===== src/rtl/msft_dv_debug_apb_master_pkg.sv =====
// Shared widths, response bit positions and FSM encoding for the
// debug-port APB master.
package msftDvDebug_jtag2AxiApb_pkg;

  localparam int APB_CMD_WIDTH    = 33;
  localparam int APB_RESP_WIDTH   = 35;

  // apb_cmd_i[32]: auto-increment for setup commands, write for rd/wr commands
  localparam int CMD_FLAG_BIT     = 32;

  localparam int RESP_SLVERR_BIT  = 32;
  localparam int RESP_TIMEOUT_BIT = 33;
  localparam int RESP_BUSY_BIT    = 34;

  localparam logic [31:0] ADDR_STEP = 32'd4;

  typedef enum logic [1:0] {
    ST_IDLE   = 2'd0,
    ST_SETUP  = 2'd1,
    ST_ACCESS = 2'd2,
    ST_DONE   = 2'd3
  } apb_state_e;

  // Word-aligned post-increment; wraps naturally at 2^32.
  function automatic logic [31:0] next_addr(input logic [31:0] addr);
    return addr + ADDR_STEP;
  endfunction

endpackage


===== src/rtl/msft_dv_debug_apb_master.sv =====
// Debug APB master: executes one address-setup or one read/write command at
// a time, drives a single APB transfer, and reports the result with a
// one-cycle ack and a held response word.
module msft_dv_debug_apb_master
  import msftDvDebug_jtag2AxiApb_pkg::*;
#(
  parameter int unsigned TIMEOUT_CYCLES = 256,
  parameter logic [2:0]  PPROT_VAL      = 3'b000
) (
  input  logic                      clk_i,
  input  logic                      rstn_i,
  input  logic [1:0]                apb_req_i,
  output logic                      apb_ack_o,
  input  logic [APB_CMD_WIDTH-1:0]  apb_cmd_i,
  output logic [APB_RESP_WIDTH-1:0] apb_resp_o,
  output logic                      psel_o,
  output logic                      penable_o,
  output logic                      pwrite_o,
  output logic [31:0]               paddr_o,
  output logic [31:0]               pwdata_o,
  output logic [3:0]                pstrb_o,
  output logic [2:0]                pprot_o,
  input  logic                      pready_i,
  input  logic                      pslverr_i,
  input  logic [31:0]               prdata_i
);

  // Last ACCESS wait count before the transfer is abandoned.
  localparam logic [15:0] CNT_LAST = 16'(TIMEOUT_CYCLES - 32'd1);

  apb_state_e  r_state;
  apb_state_e  w_state_nxt;
  logic        w_xfer_end;
  logic        w_timeout_hit;

  logic [31:0] r_addr;
  logic        r_autoinc;
  logic        r_pwrite;
  logic [31:0] r_pwdata;
  logic [15:0] r_cnt;
  logic [31:0] r_rdata;
  logic        r_slverr;
  logic        r_timeout;
  logic        r_busy;
  logic        r_psel;
  logic        r_penable;
  logic        r_ack;
  logic [3:0]  r_pstrb;
  logic [2:0]  r_pprot;

  // Next-state decode; the setup command wins when both request bits are set.
  always_comb begin
    w_state_nxt   = r_state;
    w_xfer_end    = 1'b0;
    w_timeout_hit = 1'b0;
    case (r_state)
      ST_IDLE: begin
        if (apb_req_i[1]) begin
          w_state_nxt = ST_DONE;
        end else if (apb_req_i[0]) begin
          w_state_nxt = ST_SETUP;
        end else begin
          w_state_nxt = ST_IDLE;
        end
      end
      ST_SETUP: begin
        w_state_nxt = ST_ACCESS;
      end
      ST_ACCESS: begin
        if (pready_i) begin
          w_state_nxt = ST_DONE;
          w_xfer_end  = 1'b1;
        end else if (r_cnt == CNT_LAST) begin
          w_state_nxt   = ST_DONE;
          w_xfer_end    = 1'b1;
          w_timeout_hit = 1'b1;
        end else begin
          w_state_nxt = ST_ACCESS;
        end
      end
      ST_DONE: begin
        w_state_nxt = ST_IDLE;
      end
      default: begin
        w_state_nxt = ST_IDLE;
      end
    endcase
  end

  // FSM state register.
  always_ff @(posedge clk_i or negedge rstn_i) begin
    if (!rstn_i) begin
      r_state <= ST_IDLE;
    end else begin
      r_state <= w_state_nxt;
    end
  end

  // APB control and ack flops, decoded from the next state so they are
  // registered yet aligned with the state they belong to.
  always_ff @(posedge clk_i or negedge rstn_i) begin
    if (!rstn_i) begin
      r_psel    <= 1'b0;
      r_penable <= 1'b0;
      r_ack     <= 1'b0;
      r_busy    <= 1'b0;
      r_pstrb   <= 4'h0;
      r_pprot   <= 3'b000;
    end else begin
      r_psel    <= (w_state_nxt == ST_SETUP) || (w_state_nxt == ST_ACCESS);
      r_penable <= (w_state_nxt == ST_ACCESS);
      r_ack     <= (w_state_nxt == ST_DONE);
      r_busy    <= (w_state_nxt != ST_IDLE);
      r_pstrb   <= 4'hF;
      r_pprot   <= PPROT_VAL;
    end
  end

  // Command latching, wait counter, address increment and response capture.
  always_ff @(posedge clk_i or negedge rstn_i) begin
    if (!rstn_i) begin
      r_addr    <= 32'h0;
      r_autoinc <= 1'b0;
      r_pwrite  <= 1'b0;
      r_pwdata  <= 32'h0;
      r_cnt     <= 16'h0;
      r_rdata   <= 32'h0;
      r_slverr  <= 1'b0;
      r_timeout <= 1'b0;
    end else begin
      case (r_state)
        ST_IDLE: begin
          if (apb_req_i[1]) begin
            r_addr    <= apb_cmd_i[31:0];
            r_autoinc <= apb_cmd_i[CMD_FLAG_BIT];
          end else if (apb_req_i[0]) begin
            r_pwrite  <= apb_cmd_i[CMD_FLAG_BIT];
            r_pwdata  <= apb_cmd_i[31:0];
          end
        end
        ST_SETUP: begin
          r_cnt <= 16'h0;
        end
        ST_ACCESS: begin
          if (pready_i) begin
            if (!r_pwrite) begin
              r_rdata <= prdata_i;
            end
            r_slverr  <= pslverr_i;
            r_timeout <= 1'b0;
          end else if (w_timeout_hit) begin
            r_slverr  <= 1'b0;
            r_timeout <= 1'b1;
          end else begin
            r_cnt <= r_cnt + 16'd1;
          end
          if (w_xfer_end && r_autoinc) begin
            r_addr <= next_addr(r_addr);
          end
        end
        ST_DONE: begin
          r_cnt <= 16'h0;
        end
        default: begin
          r_cnt <= 16'h0;
        end
      endcase
    end
  end

  assign apb_ack_o                    = r_ack;
  assign apb_resp_o[31:0]             = r_rdata;
  assign apb_resp_o[RESP_SLVERR_BIT]  = r_slverr;
  assign apb_resp_o[RESP_TIMEOUT_BIT] = r_timeout;
  assign apb_resp_o[RESP_BUSY_BIT]    = r_busy;
  assign psel_o                       = r_psel;
  assign penable_o                    = r_penable;
  assign pwrite_o                     = r_pwrite;
  assign paddr_o                      = r_addr;
  assign pwdata_o                     = r_pwdata;
  assign pstrb_o                      = r_pstrb;
  assign pprot_o                      = r_pprot;

endmodule


===== config.mk =====
export PLATFORM = sky130hd
export DESIGN_NAME = msft_dv_debug_apb_master
export DESIGN_NICKNAME = d
export VERILOG_FILES = /design/src/rtl/msft_dv_debug_apb_master_pkg.sv /design/src/rtl/msft_dv_debug_apb_master.sv
export SDC_FILE = /design/constraint.sdc
export NUM_CORES = 1
export LEC_CHECK = 0
export BUFFER_PORTS_ARGS = -buffer_cell sky130_fd_sc_hd__buf_2
export CAP_MARGIN = 15
export CORE_MARGIN = 10
export CORE_UTILIZATION = 33
export CTS_CLUSTER_DIAMETER = 200
export DETAILED_ROUTE_END_ITERATION = 7
export PLACE_DENSITY_LB_ADDON = 0.2
export SKIP_CTS_REPAIR_TIMING = 1
export SLEW_MARGIN = 25
export SYNTH_ARGS = -nofsm -noshare
export SYNTH_HDL_FRONTEND = slang
export SYNTH_SLANG_ARGS = --single-unit

===== constraint.sdc =====
create_clock -name clk_i -period 3.14 [get_ports clk_i]
set_input_delay 0.314 -clock clk_i [delete_from_list [all_inputs] [get_ports clk_i]]
set_output_delay 0.314 -clock clk_i [all_outputs]
set_load 0.05 [all_outputs]

==> load_flow_metrics.sql, run 1 <==
INSERT INTO impl_metrics (metric_group, metric, value, unit) VALUES
('run_status', 'run_status', 'finished, final reports clean', ''),
('critical_path', 'critPathCaptureType', 'register', ''),
('yosys', 'post_synth_design_cell_area', '0.00600', 'mm2'),
('sta', 'final_period_minus_worst_setup_slack', '2.66', 'ns'),
('route', 'via_per_inst', '5.19', ''),
('critical_path', 'cpPeakStageDelay', '0.47', 'ns'),
('sta', 'hold_viol_final', '0', ''),
('clock_network', 'clock_path_buffers', '2', ''),
('cells_and_area', 'antenna_cells_inserted', '0', ''),
('clock_network', 'cts_buffer_count', '17', ''),
('clock_network', 'clock_tree.htree_level_count', '4', ''),
('yosys', 'ff_latch_count_synth', '123', ''),
('route', 'detail_route.drc_violations', '0', ''),
('global_route', 'grt.overflow.total', '0', ''),
('sta', 'sum_neg_setup_slack', '0', 'ns'),
('route', 'routedWlPerCell', '18.9', 'um'),
('clock_network', 'clk_root_buffer_cell', 'clkbuf_16', ''),
('yosys', 'synth-seq-area-share', '51.3', '%'),
('critical_path', 'worstPathMaxFanout', '17', ''),
('route', 'via_count', '4999', ''),
('clock_network', 'cts_tree', 'done', ''),
('floorplanning', 'initial_core_util', '33.5', '%'),
('critical_path', 'worstSetupStartpoint', 'r_state[0]', ''),
('sta', 'maxSlewViolCount', '0', ''),
('critical_path', 'worstRegToRegCells', '7', ''),
('cells_and_area', 'nets', '803', ''),
('route', 'final_antenna_net_count', '0', ''),
('yosys', 'post_synth_most_frequent_cells', 'dfrtp_1, mux2_2, nand2_1', ''),
('critical_path', 'cp_data_required_time', '3.43', 'ns'),
('placement', 'detailedPlacementHpwl', '13.7', 'mm'),
('yosys', 'async_reset_ff_share', '100', '%'),
('clock_network', 'cts_sinks', '123', ''),
('yosys', 'synth_flop_cell', 'dfrtp_1', ''),
('yosys', 'yosys-top-cells-area', 'dfrtp_1, mux2_2, nand2_1', ''),
('global_route', 'grt_first_pass_wirelength', '29.2', 'mm'),
('floorplanning', 'coreArea', '0.0179', 'mm2'),
('critical_path', 'worst-setup-path-type', 'register to register', ''),
('route', 'drt_iter0_drc', '460', ''),
('sta', 'worst_pin_slew', '0.803', 'ns'),
('floorplanning', 'dieWidth', '155', 'um'),
('cells_and_area', 'areaGrowthSynthToFinish', '27.8', '%'),
('sta', 'timing.fmax', '376', 'MHz'),
('critical_path', 'cp_cell_sequence', 'inv_1 > ha_2 > nor2b_1 > and4_1 > a41o_2 > nand2_1 > a221o_1', ''),
('hold_path', 'min_from', 'prdata_i[31]', ''),
('sta', 'grt_setup_unrepaired', 'no', ''),
('yosys', 'syn_inst', '552', ''),
('placement', 'place_congestion', '0.836', ''),
('floorplanning', 'fp-row-count', '49', ''),
('critical_path', 'reg2reg_from', 'r_state[0]', ''),
('sta', 'clock_skew', '0.0119', 'ns'),
('critical_path', 'slowest_cell_on_crit_path', 'a41o_2', ''),
('global_route', 'number_of_global_route_vias_before_repair', '5242', ''),
('critical_path', 'cp.arrival', '2.95', 'ns'),
('critical_path', 'worst_setup_path_start_kind', 'register', ''),
('cells_and_area', 'post_route_cells_drive_above_1_share', '40.4', '%'),
('hold_path', 'holdCritPathClass', 'primary input to register', ''),
('floorplanning', 'io_pins', '181', ''),
('flow_run', 'cap_violations', '0', ''),
('yosys', 'yosys.area.top_type_share', '51.3', '%'),
('floorplanning', 'die-area', '0.0240', 'mm2'),
('clock_network', 'clk_transition_reported_paths', '0.05', 'ns'),
('sta', 'slew-limit-headroom', '46.5', '%'),
('floorplanning', 'die_y', '155', 'um'),
('yosys', 'synth-edff-count', '0', ''),
('placement', 'numPortBuffers', '177', ''),
('route', 'postRouteWirelength', '18.2', 'mm'),
('route', 'number_of_optimization_iterations_in_the_first_detailed_route_pass', '5', ''),
('yosys', 'netlist-cell-type-count', '61', ''),
('sta', 'post-route-period-util', '84.7', '%'),
('global_route', 'grt.total_usage', '15.1', '%'),
('global_route', 'grt_antenna_before_repair', '0', ''),
('yosys', 'synthesis.yosys.warnings', '0', ''),
('global_route', 'pin_count_of_the_biggest_net_entering_global_routing', '85', ''),
('clock_network', 'worstSkewPairLatency', '0.41', 'ns'),
('sta', 'number_of_endpoints_failing_setup_at_the_final_stage', '0', ''),
('hold_path', 'worst_hold_path.num_cells', '2', ''),
('yosys', 'cell_accounting_for_the_most_synthesized_area', 'dfrtp_1', ''),
('yosys', 'synth.avg_cell_area', '10.9', 'um2'),
('yosys', 'synthMostInstantiatedCell', 'dfrtp_1', '');
==> registers in the layout, summed over array words and instances, names as in the netlist <==
| register | cells |
|---|---|
| r_cnt | 16 |
| apb_ack_o | 1 |
| pstrb_o | 1 |
| r_autoinc | 1 |
| paddr_o | 32 |
| penable_o | 1 |
| r_slverr | 1 |
| pwdata_o | 32 |
| r_busy | 1 |
| pwrite_o | 1 |
| psel_o | 1 |
| r_state | 2 |
| r_rdata | 32 |
| r_timeout | 1 |
==> placed cells by master, fill, tap and decap left out, types with 7 or more instances in the layout <==
master,instances
inv_1,11
mux2_2,66
o21ai_0,20
a31oi_1,16
o22ai_1,7
ha_1,9
buf_4,10
or3_1,7
a21oi_1,28
clkbuf_16,17
and3_1,8
nand3_1,21
nand2_1,42
dfrtp_1,123
buf_2,176
nor2_1,35
nor3_1,13
nor4_1,7
==> worst max-delay path, delay by kind of cell, from the launching register on <==
kind | cells | cell delay, ns
buffers and inverters | 1 | 0.12
adder cells (fa/ha/maj) | 1 | 0.33
AO/OA/AOI/OAI | 2 | 0.86
AND/OR/NAND/NOR | 3 | 0.83
flip-flops | 1 | 0.40
==> worst paths after layout <==
kind | end | slack, ns
max | paddr_o[25] | 0.48
min | r_rdata[31] | 0.13
max in group asynchronous | pwdata_o[15] | 1.84
min in group asynchronous | pwdata_o[27] | 0.51
max reg2reg | paddr_o[25] | 0.48
min reg2reg | pwdata_o[30] | 0.48
==> per-stage QoR <==
step	utilization, %	worst slack (ns)	cell area (um2)	std cells	hold WS, ns
2_1_floorplan	-	0.800	6010	554	0.0184
3_3_place_gp	39.4	0.611	7050	931	0.470
3_5_place_dp	39.4	0.425	7050	931	0.435
4_1_cts	42.7	0.414	7650	963	-0.00490
5_1_grt	42.8	0.247	7670	964	0.107
6_report	42.8	0.479	7670	964	0.125
==> cells by family after synthesis <==
logic type	Yosys count	synth area share [%]
XOR/XNOR	6	0.876
AO/OA/AOI/OAI	119	13.6
other	2	0.125
adder cells (fa/ha/maj)	10	2.09
buffers and inverters	51	4.21
flip-flops	123	51.3
AND/OR/NAND/NOR	169	14.4
multiplexers	72	13.4
==> cell type report <==
| class | count | area [um2] |
|---|---|---|
| Fill cell | 1747 | 10200 |
| Sequential cell | 123 | 3080 |
| Multi-Input combinational cell | 380 | 2680 |
| Timing Repair Buffer | 188 | 977 |
| Clock buffer | 18 | 429 |
| Tap cell | 229 | 287 |
| Clock inverter | 14 | 169 |
| Inverter | 12 | 45.0 |
==> metal layers <==
metal / GRT usage [%] / wire length (um)
met4: 4.18 / 127
met1: 17.7 / 7620
met2: 25.8 / 9480
met5: 0 / 0
met3: 4.83 / 1010
Power of run 1 is not shown: default switching activity piles up to over one toggle a cycle in this logic, so the estimate is an artifact.
==> run 2: changes to the inputs <==
- clock period: 3.14 -> 2.1 ns (I/O delays scaled with it)
==> run 2 against run 1 <==
Global-route usage increased by 0.41 points. Wire length up 4.5%. Via count increased by 5.5%. Flip-flop and latch count unchanged. Cell count is 4.4% higher. Setup slack worse by 0.41 ns. Count of clock-buffer cells in the layout grew 1. Cell area up 6.8%. Hold slack worse by 0.11 ns. Utilization grew 2.9 points. Sequential share of layout area shrank 2.4 points. Non-clock buffer count is 41 higher. Critical endpoint is now paddr_o[15]. Highest routed layer unchanged.
==> load_flow_metrics.sql, run 2 (synthesis gave the netlist of run 1 again) <==
INSERT INTO impl_metrics (metric_group, metric, value, unit) VALUES
('run_status', 'run_status', 'finished, final reports clean', ''),
('global_route', 'grt_first_pass_wirelength', '30.0', 'mm'),
('global_route', 'grt.overflow.total', '0', ''),
('critical_path', 'worstSetupStartpoint', 'r_state[0]', ''),
('critical_path', 'crit_end', 'paddr_o[15]', ''),
('clock_network', 'cts_buffer_count', '17', ''),
('floorplanning', 'io_pins', '181', ''),
('sta', 'worst_pin_slew', '0.614', 'ns'),
('sta', 'final_period_minus_worst_setup_slack', '2.03', 'ns'),
('cells_and_area', 'post_route_cells_drive_above_1_share', '46.7', '%'),
('power', 'seq_power_share', '25.3', '%'),
('sta', 'post-route-period-util', '96.8', '%'),
('route', 'via_count', '5272', ''),
('power', 'power_density', '2040', 'mW/mm2'),
('power', 'switching_power', '8300', 'uW'),
('critical_path', 'cp_data_required_time', '2.40', 'ns'),
('global_route', 'global_route.usage.met3', '4.71', '%'),
('floorplanning', 'coreArea', '0.0179', 'mm2'),
('sta', 'clock_skew', '0.00657', 'ns'),
('sta', 'number_of_endpoints_failing_setup_at_the_final_stage', '0', ''),
('cells_and_area', 'final_cell_count_no_fill', '1006', ''),
('cells_and_area', 'antenna_cells_inserted', '0', ''),
('sta', 'slew-limit-headroom', '58.9', '%'),
('global_route', 'use_met2', '26.6', '%'),
('placement', 'detailedPlacementHpwl', '14.3', 'mm'),
('power', 'irDropWorstVdd', '0.969', 'mV'),
('floorplanning', 'fp-row-count', '49', ''),
('flow_run', 'cap_violations', '0', ''),
('cells_and_area', 'layout.filler_cells', '1749', ''),
('global_route', 'number_of_global_route_vias_before_repair', '5596', ''),
('cells_and_area', 'most_common_cell_after_layout_fill_and_taps_aside', 'buf_2', ''),
('power', 'netSwitchingFraction', '49.8', '%'),
('placement', 'place_congestion', '0.840', ''),
('critical_path', 'regToRegSetupSlack', '0.07', 'ns'),
('critical_path', 'critPathCaptureType', 'register', ''),
('route', 'number_of_optimization_iterations_in_the_first_detailed_route_pass', '5', ''),
('floorplanning', 'dieWidth', '155', 'um'),
('clock_network', 'clock_path_buffers', '2', ''),
('clock_network', 'worstSkewPairLatency', '0.42', 'ns'),
('critical_path', 'cpPeakStageDelay', '0.39', 'ns'),
('power', 'power_leakage', '0.00371', 'uW'),
('power', 'internal_power', '8370', 'uW'),
('clock_network', 'clk_transition_reported_paths', '0.06', 'ns'),
('hold_path', 'holdCritPathClass', 'primary input to register', ''),
('route', 'via_per_inst', '5.24', ''),
('cells_and_area', 'register_area', '0.00309', 'mm2'),
('placement', 'dp_cells', '967', ''),
('global_route', 'pin_count_of_the_biggest_net_entering_global_routing', '57', ''),
('cells_and_area', 'area_used_by_multi_input_combinational_logic', '0.00278', 'mm2'),
('critical_path', 'worstRegToRegCells', '8', ''),
('cells_and_area', 'areaGrowthSynthToFinish', '36.5', '%'),
('critical_path', 'cp.arrival', '2.33', 'ns'),
('global_route', 'top_usage_layer', 'met2', ''),
('clock_network', 'cts_sinks', '123', ''),
('route', 'final_antenna_net_count', '0', ''),
('power', 'combinational_share_of_power', '55.8', '%'),
('floorplanning', 'die_y', '155', 'um'),
('placement', 'numPortBuffers', '177', ''),
('sta', 'hold_viol_final', '0', ''),
('route', 'postRouteWirelength', '19.1', 'mm'),
('critical_path', 'worstPathMaxFanout', '8', ''),
('critical_path', 'cp_cell_sequence', 'inv_2 > ha_2 > nor2b_2 > and4_4 > a41o_4 > nand2_1 > buf_4 > o22a_1', ''),
('critical_path', 'worst-setup-path-type', 'register to register', ''),
('route', 'routedWlPerCell', '18.9', 'um'),
('clock_network', 'clock_tree.htree_level_count', '4', ''),
('floorplanning', 'die-area', '0.0240', 'mm2'),
('sta', 'timing.fmax', '492', 'MHz'),
('critical_path', 'reg2reg_from', 'r_state[0]', ''),
('sta', 'maxSlewViolCount', '0', ''),
('clock_network', 'clk_root_buffer_cell', 'clkbuf_16', ''),
('critical_path', 'worst_setup_path_start_kind', 'register', ''),
('route', 'drt_iter0_drc', '361', ''),
('critical_path', 'critical_path.reg2reg.endpoint', 'paddr_o[15]', ''),
('critical_path', 'slowest_cell_on_crit_path', 'dfrtp_1', ''),
('power', 'p_clk_share', '19.0', '%'),
('floorplanning', 'initial_core_util', '33.5', '%'),
('cells_and_area', 'nets', '845', ''),
('cells_and_area', 'most-common-layout-cells', 'buf_2, dfrtp_1, mux2_2, buf_4, nand2_1', ''),
('global_route', 'grt_antenna_before_repair', '0', ''),
('clock_network', 'cts_tree', 'done', ''),
('global_route', 'grt.total_usage', '15.5', '%'),
('route', 'detail_route.drc_violations', '0', ''),
('sta', 'fin_hold_ws', '0.0151', 'ns'),
('global_route', 'global_route.usage.met1', '17.9', '%');
[run 2: cell types whose count changed in the layout (fill, tap and decap cells not counted), moves of 3 or more]
cell,previous run,this run
buf_4,10,47
dfrtp_1,123,112
dfrtp_2,0,11
buf_12,0,5
inv_6,3,0
[run 2: per-layer routing]
| layer | vias to the layer above | wire [um] |
|---|---|---|
| met5 | - | 0 |
| met4 | 0 | 278 |
| met3 | 23 | 1350 |
| met2 | 183 | 9640 |
| met1 | 2604 | 7790 |
| li1 | 2462 | - |
[run 2: layout make-up]
class / count / share of cell area, %
Timing Repair Buffer: 229 / 16.4
Clock inverter: 13 / 2.34
Sequential cell: 123 / 37.7
Multi-Input combinational cell: 381 / 33.9
Tap cell: 229 / 3.50
Clock buffer: 19 / 5.53
Inverter: 12 / 0.550
[run 2: how the worst min path moves through the flow]
stage	startpoint	endpoint	slack (ns)	cells after the start
4_1_cts	rstn_i	r_slverr	-0.18	1
6_report	prdata_i[30]	r_rdata[30]	0.02	2
2_1_floorplan	rstn_i	apb_ack_o	-0.09	0
5_1_grt	prdata_i[30]	r_rdata[30]	0.008	2
3_5_place_dp	rstn_i	r_slverr	0.26	1
3_3_place_gp	rstn_i	r_slverr	0.25	1
[run 2: critical path, delay by kind of cell, from the launching register on]
family / cells / cell delay [ns]
and+or+nand+nor: 3 / 0.58
buffers and inverters: 2 / 0.25
AOI/OAI and AO/OA: 2 / 0.52
DFF: 1 / 0.39
adders and majority gates: 1 / 0.18
[run 2: stage by stage]
step	TNS [ns]	instance area (um2)	utilization [%]	setup slack (ns)	total power [uW]
after floorplan	-0.000633	6050	-	-0.000633	10700
after global placement	0	7420	41.5	0.0113	13200
after detailed placement	-0.191	7420	41.5	-0.0625	13400
after CTS	-0.440	8070	45.1	-0.0864	16600
after global routing	-0.0237	8190	45.8	-0.0145	17600
final	0	8190	45.8	0.0662	16700
[run 2: power by group through the flow]
| stage | clock network, uW | registers (uW) | logic, uW |
|---|---|---|---|
| 6_report | 3170 | 4210 | 9300 |
| 5_1_grt | 3360 | 4360 | 9900 |
| 4_1_cts | 3230 | 4200 | 9210 |
| 3_5_place_dp | 0 | 4230 | 9180 |
| 3_3_place_gp | 0 | 4170 | 9060 |
| 2_1_floorplan | 0 | 7530 | 3130 |
Power figures use the tool's default switching activity.
==> run 3: changes to the inputs <==
- ABC_CLOCK_PERIOD_IN_PS: default -> 2100
- CORE_MARGIN: 10 -> default
==> run 3 against run 2 <==
Cell area rose by 0.73%. Count of clock-buffer cells in the layout rose by 1. Non-clock buffer count rose by 2. Global-route usage rose by 3.1 points. Via count rose by 1.7%. Critical path type unchanged. Critical endpoint is now paddr_o[25].
==> load_flow_metrics.sql, run 3 (synthesis gave the netlist of run 1 again) <==
INSERT INTO impl_metrics (metric_group, metric, value, unit) VALUES
('run_status', 'run_status', 'finished, final reports clean', ''),
('cells_and_area', 'layout.core_utilization', '47.0', '%'),
('floorplanning', 'initial_core_util', '34.2', '%'),
('route', 'detail_route.drc_violations', '0', ''),
('cells_and_area', 'most_common_cell_after_layout_fill_and_taps_aside', 'buf_2', ''),
('route', 'number_of_optimization_iterations_in_the_first_detailed_route_pass', '6', ''),
('global_route', 'pin_count_of_the_biggest_net_entering_global_routing', '45', ''),
('critical_path', 'cp_data_required_time', '2.40', 'ns'),
('clock_network', 'cts_sinks', '123', ''),
('critical_path', 'worst_setup_path_start_kind', 'register', ''),
('placement', 'numPortBuffers', '177', ''),
('sta', 'timing.fmax', '495', 'MHz'),
('placement', 'placement.setup.worst_slack', '-0.120', 'ns'),
('sta', 'hold_viol_final', '0', ''),
('clock_network', 'clock_tree.htree_level_count', '4', ''),
('sta', 'pnr_worst_setup_slack', '0.0813', 'ns'),
('critical_path', 'cp_cell_sequence', 'inv_1 > ha_2 > nor2b_2 > and4_4 > buf_4 > a41o_2 > and3_4 > a221o_1', ''),
('sta', 'sum_neg_setup_slack', '0', 'ns'),
('route', 'final_antenna_net_count', '0', ''),
('floorplanning', 'die_y', '137', 'um'),
('route', 'postRouteWirelength', '17.4', 'mm'),
('sta', 'slew-limit-headroom', '63.1', '%'),
('critical_path', 'worstPathMaxFanout', '5', ''),
('sta', 'grt_setup_unrepaired', 'no', ''),
('clock_network', 'worstSkewPairLatency', '0.42', 'ns'),
('clock_network', 'clk_transition_reported_paths', '0.06', 'ns'),
('clock_network', 'clock_path_buffers', '2', ''),
('global_route', 'grt_antenna_before_repair', '0', ''),
('critical_path', 'cpPeakStageDelay', '0.34', 'ns'),
('cells_and_area', 'nets', '849', ''),
('placement', 'dp_cells', '963', ''),
('sta', 'final_period_minus_worst_setup_slack', '2.02', 'ns'),
('floorplanning', 'dieWidth', '137', 'um'),
('sta', 'clock_skew', '0.0105', 'ns'),
('critical_path', 'worst-setup-path-type', 'register to register', ''),
('route', 'via_per_inst', '5.33', ''),
('global_route', 'grt_first_pass_wirelength', '26.6', 'mm'),
('placement', 'place_congestion', '0.857', ''),
('global_route', 'number_of_global_route_vias_before_repair', '5170', ''),
('clock_network', 'clk_root_buffer_cell', 'clkbuf_16', ''),
('cells_and_area', 'most-common-layout-cells', 'buf_2, dfrtp_1, mux2_2, buf_4, nand2_1', ''),
('floorplanning', 'fp-row-count', '48', ''),
('sta', 'maxSlewViolCount', '0', ''),
('cells_and_area', 'areaGrowthSynthToFinish', '37.5', '%'),
('hold_path', 'holdCritPathClass', 'primary input to register', ''),
('sta', 'number_of_endpoints_failing_setup_at_the_final_stage', '0', ''),
('clock_network', 'cts_buffer_count', '17', ''),
('placement', 'detailedPlacementHpwl', '12.6', 'mm'),
('global_route', 'grt.total_usage', '18.5', '%'),
('flow_run', 'cap_violations', '0', ''),
('floorplanning', 'die-area', '0.0187', 'mm2'),
('cells_and_area', 'antenna_cells_inserted', '0', ''),
('route', 'routedWlPerCell', '17.3', 'um'),
('cells_and_area', 'post_route_cells_drive_above_1_share', '47.5', '%'),
('sta', 'post-route-period-util', '96.1', '%'),
('critical_path', 'critPathCaptureType', 'register', ''),
('global_route', 'grt.overflow.total', '0', ''),
('route', 'via_count', '5359', ''),
('cells_and_area', 'final_cell_count_no_fill', '1006', ''),
('cells_and_area', 'layout.filler_cells', '1647', ''),
('sta', 'worst_pin_slew', '0.554', 'ns'),
('critical_path', 'cp.arrival', '2.32', 'ns'),
('route', 'drt_iter0_drc', '313', ''),
('floorplanning', 'io_pins', '181', ''),
('critical_path', 'slowest_cell_on_crit_path', 'dfrtp_1', ''),
('clock_network', 'cts_tree', 'done', ''),
('floorplanning', 'coreArea', '0.0175', 'mm2');
run 3: changes by cell type in the layout (fill, tap and decap cells not counted), sizes merged:
cell and change:
clkinv -4, buf +2, clkinvlp +2, a41o +1, clkbuf +1, inv +1
nor2 +1
run 3: critical path: cells and delay by family, from the launching register on:
| kind | cells | cell delay, ns |
|---|---|---|
| compound gates | 2 | 0.58 |
| simple gates | 3 | 0.55 |
| flops | 1 | 0.34 |
| buf+inv | 2 | 0.22 |
| fa+ha+maj | 1 | 0.21 |
run 3: metal layers:
layer  vias up  GRT usage [%]  wire (um)
met5         -              0          0
met4         0           7.69        319
met1      2620           23.9       7390
li1       2467              -          -
met3        26           3.63       1260
met2       246           30.4       8450
run 3: per-stage QoR:
step / instance area (um2) / hold slack, ns
after floorplan: 6050 / -0.0856
after global placement: 7410 / 0.244
after detailed placement: 7410 / 0.248
after CTS: 8060 / -0.207
after global routing: 8250 / 0.00490
final: 8250 / 0.0230
run 3: final timing paths:
check,startpoint,to,slack (ns),depth (start not counted)
min in group asynchronous,rstn_i,r_cnt[7],0.32,2
min,prdata_i[5],r_rdata[5],0.02,2
min reg2reg,pwdata_o[30],pwdata_o[30],0.48,2
max reg2reg,r_state[0],paddr_o[25],0.08,8
max in group asynchronous,rstn_i,pwdata_o[10],1.14,3
max,r_state[0],paddr_o[25],0.08,8
run 3: area by class of cell:
class | instances | area [um2] | area share (%)
Clock buffer | 20 | 467 | 5.66
Clock inverter | 12 | 185 | 2.24
Inverter | 12 | 45.0 | 0.546
Multi-Input combinational cell | 383 | 2820 | 34.2
Sequential cell | 123 | 3090 | 37.5
Tap cell | 225 | 282 | 3.41
Timing Repair Buffer | 231 | 1360 | 16.5
Power of run 3 is left out for the same reason.
